## src/rtl/ledcube_pkg.sv

```systemverilog
// ---------------------------------------------------------------------------
// ledcube_pkg
// Shared constants and types for the LED panel feed path.
//   CMD_WRITE     : command byte that opens a write-pixels packet
//   CTRL_WR_RGB   : channel enables driven with every video-memory write
//   parserStateT  : states of the pixel packet parser
// ---------------------------------------------------------------------------
package ledcube_pkg;

    localparam logic [7:0] CMD_WRITE   = 8'h01;
    localparam logic [3:0] CTRL_WR_RGB = 4'b0111;

    typedef enum logic [2:0] {
        CMD  = 3'd0,
        ADH  = 3'd1,
        ADL  = 3'd2,
        R    = 3'd3,
        G    = 3'd4,
        B    = 3'd5,
        DROP = 3'd6
    } parserStateT;

endpackage

```

## src/rtl/pixel_loader.sv

```systemverilog
// ---------------------------------------------------------------------------
// pixel_loader
// Parses a byte stream of pixel packets (command, big-endian start address,
// RGB triplets) and issues single-cycle writes on the panel driver's
// video-memory port.
// Ports:
//   ctrl_clk, ctrl_resetn : clock, synchronous active-low reset
//   in_valid/in_data/in_last/in_ready : byte stream in (never back-pressures)
//   ctrl_en/ctrl_wr/ctrl_addr/ctrl_wdat : registered write strobe out
//   pkt_done/pkt_err      : one-cycle packet completion / error pulses
// ---------------------------------------------------------------------------
module pixel_loader
    import ledcube_pkg::*;
#(
    parameter int CHAINED     = 3,
    parameter int INPUT_DEPTH = 6,
    parameter int MAX_ADDR    = CHAINED * 128 + 16
) (
    input  logic        ctrl_clk,
    input  logic        ctrl_resetn,
    input  logic        in_valid,
    input  logic [7:0]  in_data,
    input  logic        in_last,
    output logic        in_ready,
    output logic        ctrl_en,
    output logic [3:0]  ctrl_wr,
    output logic [15:0] ctrl_addr,
    output logic [23:0] ctrl_wdat,
    output logic        pkt_done,
    output logic        pkt_err
);

    parserStateT            r_state;
    logic [15:0]            r_addr;
    logic [INPUT_DEPTH-1:0] r_red;
    logic [INPUT_DEPTH-1:0] r_green;
    logic                   r_inReady;
    logic                   r_ctrlEn;
    logic [3:0]             r_ctrlWr;
    logic [15:0]            r_ctrlAddr;
    logic [23:0]            r_ctrlWdat;
    logic                   r_pktDone;
    logic                   r_pktErr;

    logic                   w_accept;
    logic                   w_inRange;
    logic [23:0]            w_wdat;

    assign w_accept  = in_valid && r_inReady;
    assign w_inRange = ({16'd0, r_addr} <= 32'(MAX_ADDR));

    // Pixel word for the write issued on the B byte: red/green come from the
    // latched channels, blue straight from the incoming byte. Taking the top
    // INPUT_DEPTH bits of each byte is the same as shifting right by
    // 8-INPUT_DEPTH; unused upper bits of each byte lane stay zero.
    always_comb begin
        w_wdat                      = '0;
        w_wdat[16 +: INPUT_DEPTH]   = r_red;
        w_wdat[8  +: INPUT_DEPTH]   = r_green;
        w_wdat[0  +: INPUT_DEPTH]   = in_data[7 -: INPUT_DEPTH];
    end

    // Parser FSM and output register stage. Strobes and packet pulses default
    // low every cycle so they last exactly one cycle; address and data hold
    // their last written value between strobes.
    always_ff @(posedge ctrl_clk) begin
        if (!ctrl_resetn) begin
            r_state    <= CMD;
            r_addr     <= '0;
            r_red      <= '0;
            r_green    <= '0;
            r_inReady  <= 1'b0;
            r_ctrlEn   <= 1'b0;
            r_ctrlWr   <= '0;
            r_ctrlAddr <= '0;
            r_ctrlWdat <= '0;
            r_pktDone  <= 1'b0;
            r_pktErr   <= 1'b0;
        end else begin
            r_inReady <= 1'b1;
            r_ctrlEn  <= 1'b0;
            r_ctrlWr  <= '0;
            r_pktDone <= 1'b0;
            r_pktErr  <= 1'b0;

            if (w_accept) begin
                case (r_state)
                    CMD: begin
                        if (in_data == CMD_WRITE && !in_last) begin
                            r_state <= ADH;
                        end else if (in_last) begin
                            r_pktErr <= 1'b1;
                        end else begin
                            r_state <= DROP;
                        end
                    end
                    ADH: begin
                        r_addr[15:8] <= in_data;
                        if (in_last) begin
                            r_state  <= CMD;
                            r_pktErr <= 1'b1;
                        end else begin
                            r_state <= ADL;
                        end
                    end
                    ADL: begin
                        r_addr[7:0] <= in_data;
                        if (in_last) begin
                            r_state  <= CMD;
                            r_pktErr <= 1'b1;
                        end else begin
                            r_state <= R;
                        end
                    end
                    R: begin
                        r_red <= in_data[7 -: INPUT_DEPTH];
                        if (in_last) begin
                            r_state  <= CMD;
                            r_pktErr <= 1'b1;
                        end else begin
                            r_state <= G;
                        end
                    end
                    G: begin
                        r_green <= in_data[7 -: INPUT_DEPTH];
                        if (in_last) begin
                            r_state  <= CMD;
                            r_pktErr <= 1'b1;
                        end else begin
                            r_state <= B;
                        end
                    end
                    B: begin
                        // Out-of-range pixels are swallowed silently, but the
                        // address still advances so later pixels line up.
                        if (w_inRange) begin
                            r_ctrlEn   <= 1'b1;
                            r_ctrlWr   <= CTRL_WR_RGB;
                            r_ctrlAddr <= r_addr;
                            r_ctrlWdat <= w_wdat;
                        end
                        r_addr <= r_addr + 16'd1;
                        if (in_last) begin
                            r_state   <= CMD;
                            r_pktDone <= 1'b1;
                        end else begin
                            r_state <= R;
                        end
                    end
                    DROP: begin
                        // A bad command is reported once, when its packet ends.
                        if (in_last) begin
                            r_state  <= CMD;
                            r_pktErr <= 1'b1;
                        end
                    end
                    default: begin
                        r_state <= CMD;
                    end
                endcase
            end
        end
    end

    assign in_ready  = r_inReady;
    assign ctrl_en   = r_ctrlEn;
    assign ctrl_wr   = r_ctrlWr;
    assign ctrl_addr = r_ctrlAddr;
    assign ctrl_wdat = r_ctrlWdat;
    assign pkt_done  = r_pktDone;
    assign pkt_err   = r_pktErr;

endmodule

```

## config.mk

```make
export PLATFORM = sky130hd
export DESIGN_NAME = pixel_loader
export DESIGN_NICKNAME = d
export VERILOG_FILES = /design/src/rtl/ledcube_pkg.sv /design/src/rtl/pixel_loader.sv
export SDC_FILE = /design/constraint.sdc
export NUM_CORES = 1
export LEC_CHECK = 0
export BUFFER_PORTS_ARGS = -buffer_cell sky130_fd_sc_hd__buf_4
export CORE_MARGIN = 1
export CORE_UTILIZATION = 57
export CTS_BUF_LIST = sky130_fd_sc_hd__clkbuf_16
export DETAILED_ROUTE_END_ITERATION = 8
export PLACE_DENSITY = 0.82
export SYNTH_ARGS = -nofsm -noshare
export SYNTH_HDL_FRONTEND = slang
export SYNTH_SLANG_ARGS = --single-unit
```

## constraint.sdc

```tcl
create_clock -name ctrl_clk -period 3.1 [get_ports ctrl_clk]
set_clock_uncertainty 0.1 [all_clocks]
set_input_delay 0.31 -clock ctrl_clk [delete_from_list [all_inputs] [get_ports ctrl_clk]]
set_output_delay 0.31 -clock ctrl_clk [all_outputs]
set_load 0.05 [all_outputs]
```

==> results.json, run 1 <==
{
  "yosysWarnings": 0,
  "antennaDiodeCount": 0,
  "routed_wl_um": 7850,
  "slew_headroom_pct": 37.2,
  "cts.sinks": 69,
  "yosys.area.top_type": "dfxtp_1",
  "ant_nets": 0,
  "initial_core_util_pct": 58.9,
  "synthTopCellsByCount": "71 x nand2_1, 69 x dfxtp_1, 43 x mux2i_1",
  "worst-setup-path-type": "flip-flop to flip-flop",
  "fin_tns_setup_ns": 0,
  "synth_top_family_by_area": "simple AND/OR/NAND/NOR gates",
  "vias": 2918,
  "ctsResizeCount": 0,
  "powerDensity_nw_per_um2": 535,
  "synthMuxAreaShare_pct": 13.3,
  "cp_slowest_cell": "dfxtp_1",
  "crit_cells": 5,
  "regToRegEndpoint": "ctrl_wdat[12]$_SDFFE_PN0P_",
  "cp-start-kind": "flip-flop",
  "period_share_pct": 79.5,
  "r2r_slack_ns": 0.64,
  "dr.pass1.iters": 5,
  "die-area_um2": 5990,
  "antenna_found_initial": 0,
  "viasPerCell": 5.98,
  "reg2reg_depth": 5,
  "grt_pass1_wl_um": 12700,
  "synth_seq_area_share_pct": 42.6,
  "path_max_fanout": 24,
  "setup_viol": 0,
  "drt_iter0_markers": 267,
  "drc": 0,
  "final_util_pct": 71.0,
  "slew_viol_final": 0,
  "async_reset_ff_share_pct": 0,
  "cts.clk_slew.worst_paths_ns": 0.05,
  "yosys.area_share.simple_pct": 24.9,
  "post_route_cells_drive_above_1_share_pct": 19.0,
  "synthAdderAreaFrac_pct": 0.772,
  "synthFlopType": "dfxtp_1",
  "leakagePower_nw": 1.42,
  "yosys_register_bits": 69,
  "hold_class": "input pin to flip-flop",
  "rsz0062_at_grt": "no",
  "max_freq_mhz": 406,
  "row_count": 27,
  "core_area_um2": 5510,
  "hold_viol_final": 0,
  "die_h_um": 77.4,
  "seq_area_um2": 1380,
  "grt_overflow_total": 0,
  "clockRootBuffer": "clkbuf_16",
  "crit_buf_inv": 1,
  "status": "completed",
  "track_usage_pct": 27.1,
  "startpoint": "r_state[2]$_SDFFE_PN0P_",
  "wire_per_inst_um": 16.1,
  "synth-compound-area-share_pct": 11.9,
  "avgSynthCellArea_um2": 8.71,
  "path_cells": "and3b_1 -> nand4_1 -> nor2_4 -> buf_12 -> mux2i_1",
  "synth_edf_count": 0,
  "max-cap-violations": 0,
  "syn2layout_area_growth_pct": 20.7,
  "end_kind": "flip-flop",
  "cts_tree": "done",
  "clk_path_buf_depth": 2,
  "cts_buffers": 9,
  "r2r-start": "r_state[2]$_SDFFE_PN0P_",
  "worstMarginPinSlew_ns": 0.941,
  "worst_ep_required_time_ns": 3.25,
  "cts_setup_buffers": 0,
  "crit_family": "simple AND/OR/NAND/NOR gates",
  "pin_count": 60,
  "dp_hpwl_um": 5080,
  "multiInputGateArea_um2": 1670,
  "grt_max_degree": 65,
  "vdd_drop_max_uv": 475,
  "htree_num_levels": 3,
  "yosysUniqueCellTypes": 51,
  "synth.most_common_cell": "nand2_1",
  "die_width_um": 77.4,
  "syn_area_um2": 3240,
  "yosys.area.top_type_share_pct": 42.6,
  "grt_pass1_vias": 2618,
  "insertion_delay_ns": 0.33,
  "fin_crit_ns": 2.46,
  "arrival_ns": 2.61,
  "io_buffers": 52,
  "place_congestion": 0.877,
  "cts_hold_buf": 0,
  "cp-endpoint": "ctrl_wdat[12]$_SDFFE_PN0P_",
  "synthCells": 372,
  "synth-xor-area-share_pct": 0,
  "fillCellCount": 427,
  "max_stage_delay_ns": 0.59,
  "finish.net_count": 425,
  "yosys-top-cells-area": "dfxtp_1 43%, mux2i_1 13%, nand2_1 8.2%, a21oi_1 3.2%, nor2_1 3.1%"
}
report_power, final:
group / internal (mW) / total (mW) / switching (mW)
logic: 0.0322 / 0.113 / 0.0803
clock network: 0.699 / 1.08 / 0.378
registers: 0.893 / 0.904 / 0.0111
worst register-to-register path, cell delays in order, from the launching register on:
cell and delay, ns:
dfxtp_1 0.59, and3b_1 0.54, nand4_1 0.25, nor2_4 0.42, buf_12 0.25, mux2i_1 0.24
logic make-up after synthesis:
logic type,Yosys count
flops,69
other cells,1
simple gates,161
mux,43
fa+ha+maj,2
buf+inv,38
compound gates,58
layout make-up:
class                           count  area share [%]
Multi-Input combinational cell    271            42.8
Sequential cell                    69            35.3
Timing Repair Buffer               57            11.3
Clock buffer                        9            5.76
Tap cell                           72            2.30
Clock inverter                      7            2.27
Inverter                            3           0.288
placed cells by master (no fill, tap or decap), types with 3 or more instances in the layout:
cell type	synthesis	final
a211oi_1	4	4
a21oi_1	21	21
buf_4	10	56
clkbuf_16	0	9
conb_1	1	7
dfxtp_1	69	69
inv_1	3	3
mux2i_1	43	43
nand2_1	71	71
nand3_1	7	7
nand4_1	5	5
nor2_1	27	27
nor3_1	11	11
nor3b_1	12	12
nor4_1	5	5
o211ai_1	3	3
o21ai_0	6	6
o221ai_1	3	3
o22ai_1	5	5
o32ai_1	3	3
or3_1	4	4
through the flow:
step | area, µm² | setup WS, ns | hold slack (ns) | instances | total power, mW
after floorplan | 3260 | 1.20 | 0.238 | 378 | 1.00
after global placement | 3600 | 0.790 | 0.343 | 472 | 1.03
after detailed placement | 3600 | 0.667 | 0.349 | 472 | 1.03
after CTS | 3910 | 0.658 | 0.173 | 488 | 2.10
after global routing | 3910 | 0.503 | 0.194 | 488 | 2.16
final | 3910 | 0.637 | 0.180 | 488 | 2.09
how the worst min path moves through the flow:
stage / start / end / slack [ns] / cells after the start
2_1_floorplan: ctrl_resetn / in_ready$_DFF_P_ / 0.24 / 0
3_5_place_dp: ctrl_wdat[0]$_SDFFE_PN0P_ / ctrl_wdat[0]$_SDFFE_PN0P_ / 0.35 / 2
5_1_grt: in_data[2] / ctrl_wdat[0]$_SDFFE_PN0P_ / 0.19 / 3
3_3_place_gp: r_green[1]$_SDFFE_PN0P_ / ctrl_wdat[9]$_SDFFE_PN0P_ / 0.34 / 2
6_report: in_data[1] / r_addr[1]$_SDFFE_PN0P_ / 0.18 / 3
4_1_cts: in_data[1] / r_addr[1]$_SDFFE_PN0P_ / 0.17 / 3
registers in the layout, indices dropped and copies added (netlist names):
register	cells
pkt_err	1
r_red	6
ctrl_addr	16
ctrl_wdat	18
r_addr	16
in_ready	1
r_state	3
r_green	6
ctrl_wr	1
pkt_done	1
layer usage:
layer  GRT usage [%]  share of wire [%]  up-vias  wire length, µm
met5               0                  0        -                0
met4            14.9                2.6        0              205
met3            4.71                7.3       24              574
met2            42.6                 48      132             3730
met1            35.3                 43     1384             3340
li1                -                  -     1378                -
No activity file was read; power rests on OpenSTA's default activity.
==> run 2: changes to the inputs <==
--- a/config.mk
+++ b/config.mk
@@ -7,10 +7,10 @@
 export LEC_CHECK = 0
 export BUFFER_PORTS_ARGS = -buffer_cell sky130_fd_sc_hd__buf_4
 export CORE_MARGIN = 1
-export CORE_UTILIZATION = 57
+export CORE_UTILIZATION = 50
 export CTS_BUF_LIST = sky130_fd_sc_hd__clkbuf_16
 export DETAILED_ROUTE_END_ITERATION = 8
-export PLACE_DENSITY = 0.82
+export PLACE_DENSITY = 0.76
 export SYNTH_ARGS = -nofsm -noshare
 export SYNTH_HDL_FRONTEND = slang
 export SYNTH_SLANG_ARGS = --single-unit
==> constraint.sdc (replaced) <==
create_clock -name ctrl_clk -period 2.2 [get_ports ctrl_clk]
set_clock_uncertainty 0.1 [all_clocks]
set_input_delay 0.22 -clock ctrl_clk [delete_from_list [all_inputs] [get_ports ctrl_clk]]
set_output_delay 0.22 -clock ctrl_clk [all_outputs]
set_load 0.05 [all_outputs]
==> results.json, run 2 (synthesis results as in run 1) <==
{
  "status": "completed",
  "slew_viol_final": 0,
  "mostFrequentLayoutCells": "71 x nand2_1, 69 x dfxtp_1, 61 x buf_4",
  "cts_tree": "done",
  "mostFrequentLayoutCell": "nand2_1",
  "placed_area_um2": 3640,
  "whs_endpoint": "pkt_done$_SDFF_PN0_",
  "pwr-share-comb_pct": 5.7,
  "hold_viol_final": 0,
  "p_clk_share_pct": 49.0,
  "grt_pass1_vias": 2557,
  "internal_power_mw": 2.17,
  "slew_headroom_pct": 51.3,
  "seq_area_um2": 1380,
  "cts_setup_buffers": 0,
  "row_count": 28,
  "vias": 2919,
  "grt_pass1_wl_um": 12300,
  "min_from": "in_last",
  "worst-setup-path-type": "flip-flop to flip-flop",
  "fin_crit_ns": 1.91,
  "arrival_ns": 2.06,
  "ant_nets": 0,
  "insertion_delay_ns": 0.33,
  "rsz0062_at_grt": "no",
  "hold_path_depth": 3,
  "reg2reg_depth": 5,
  "htree_num_levels": 3,
  "clk_path_buf_depth": 2,
  "antenna_found_initial": 0,
  "post_route_cells_drive_above_1_share_pct": 19.5,
  "largest_reg_flops": 18,
  "path_cells": "and3b_1 -> nand4_1 -> nor2_4 -> buf_12 -> mux2i_1",
  "max_freq_mhz": 525,
  "fillCellCount": 498,
  "drc": 0,
  "drt_iter0_markers": 352,
  "period_share_pct": 86.6,
  "syn2layout_area_growth_pct": 21.0,
  "viasPerCell": 5.90,
  "seqPwrFrac_pct": 45.3,
  "initial_core_util_pct": 53.2,
  "crit_family": "flip-flops",
  "core_area_um2": 6100,
  "end_kind": "flip-flop",
  "place_congestion": 0.869,
  "pin_count": 60,
  "setup_viol": 0,
  "wire_per_inst_um": 15.7,
  "grt_max_degree": 65,
  "powerDensity_nw_per_um2": 718,
  "max-cap-violations": 0,
  "antennaDiodeCount": 0,
  "regToRegEndpoint": "ctrl_addr[6]$_SDFFE_PN0P_",
  "cts.sinks": 69,
  "vdd_drop_max_uv": 526,
  "clockRootBuffer": "clkbuf_16",
  "leakagePower_nw": 1.43,
  "cts_buffers": 9,
  "finish.net_count": 430,
  "grt_overflow_total": 0,
  "cts.clk_slew.worst_paths_ns": 0.06,
  "cp-start-kind": "flip-flop",
  "p_switching_uw": 648,
  "worst_ep_required_time_ns": 2.35,
  "die_h_um": 82.5,
  "io_buffers": 52,
  "die_width_um": 82.5,
  "cp_slowest_cell": "dfxtp_1",
  "final_cell_area_um2": 3920,
  "multiInputGateArea_um2": 1670,
  "fin_tns_setup_ns": 0,
  "dp_hpwl_um": 4990,
  "worstMarginPinSlew_ns": 0.729,
  "p_sw_share_pct": 23.0,
  "die-area_um2": 6810,
  "dr.pass1.iters": 5,
  "crit_buf_inv": 1,
  "r2r-start": "r_state[2]$_SDFFE_PN0P_",
  "r2r_slack_ns": 0.29,
  "max_stage_delay_ns": 0.63,
  "routed_wl_um": 7770,
  "hold_class": "input pin to flip-flop",
  "track_usage_pct": 24.3,
  "cts_hold_buf": 0,
  "path_max_fanout": 34,
  "ctsResizeCount": 0
}
run 2: changes by cell type in the layout (fill, tap and decap cells not counted), sizes merged:
cell,previous run,this run
clkinv,3,2
buf,57,62
bufinv,2,1
inv,4,5
run 2: area by class of cell:
| type | instances | share of cell area, % |
|---|---|---|
| multi-input combinational | 271 | 42.7 |
| sequential | 69 | 35.2 |
| timing repair buffer | 62 | 12.2 |
| tap | 75 | 2.39 |
| clock inverter | 6 | 1.47 |
| clock buffer | 9 | 5.75 |
| inverter | 3 | 0.287 |
run 2: worst max path at each step:
stage                                  from                         to  slack (ns)  cells past startpoint
floorplan                  in_ready$_DFF_P_  ctrl_addr[2]$_SDFFE_PN0P_        0.30                      5
global route        r_state[2]$_SDFFE_PN0P_  ctrl_addr[6]$_SDFFE_PN0P_        0.19                      5
detailed placement  r_state[2]$_SDFFE_PN0P_  ctrl_addr[0]$_SDFFE_PN0P_        0.36                      5
finish              r_state[2]$_SDFFE_PN0P_  ctrl_addr[6]$_SDFFE_PN0P_        0.29                      5
global placement    r_state[1]$_SDFFE_PN0P_     r_addr[4]$_SDFFE_PN0P_        0.43                      4
CTS                 r_state[2]$_SDFFE_PN0P_  ctrl_addr[6]$_SDFFE_PN0P_        0.34                      5
run 2: power by group through the flow:
stage / registers (mW) / clock network [mW] / logic (mW)
2_1_floorplan: 1.30 / 0 / 0.118
6_report: 1.27 / 1.38 / 0.160
3_3_place_gp: 1.30 / 0 / 0.157
3_5_place_dp: 1.30 / 0 / 0.158
5_1_grt: 1.27 / 1.44 / 0.174
4_1_cts: 1.27 / 1.40 / 0.159
run 2: tightest hold or removal path, stage by stage:
cell and delay, ns:
buf_4 0.14, nand2_1 0.07, nor2_1 0.04
run 2: per-layer routing:
| layer | track usage, % | vias to the layer above | wire [µm] |
|---|---|---|---|
| li1 | - | 1388 | - |
| met1 | 32.1 | 1373 | 3440 |
| met2 | 38.0 | 139 | 3600 |
| met3 | 5.93 | 19 | 550 |
| met4 | 9.48 | 0 | 174 |
| met5 | 0 | - | 0 |
run 2: metrics by stage:
step | cells | hold WS [ns] | util, % | power (mW) | setup slack (ns)
global route | 495 | 0.118 | 64.3 | 2.88 | 0.187
finish | 495 | 0.0983 | 64.3 | 2.81 | 0.295
global placement | 480 | 0.343 | 59.7 | 1.46 | 0.429
detailed placement | 480 | 0.349 | 59.7 | 1.46 | 0.362
CTS | 495 | 0.0862 | 64.3 | 2.83 | 0.343
floorplan | 378 | 0.148 | - | 1.41 | 0.300
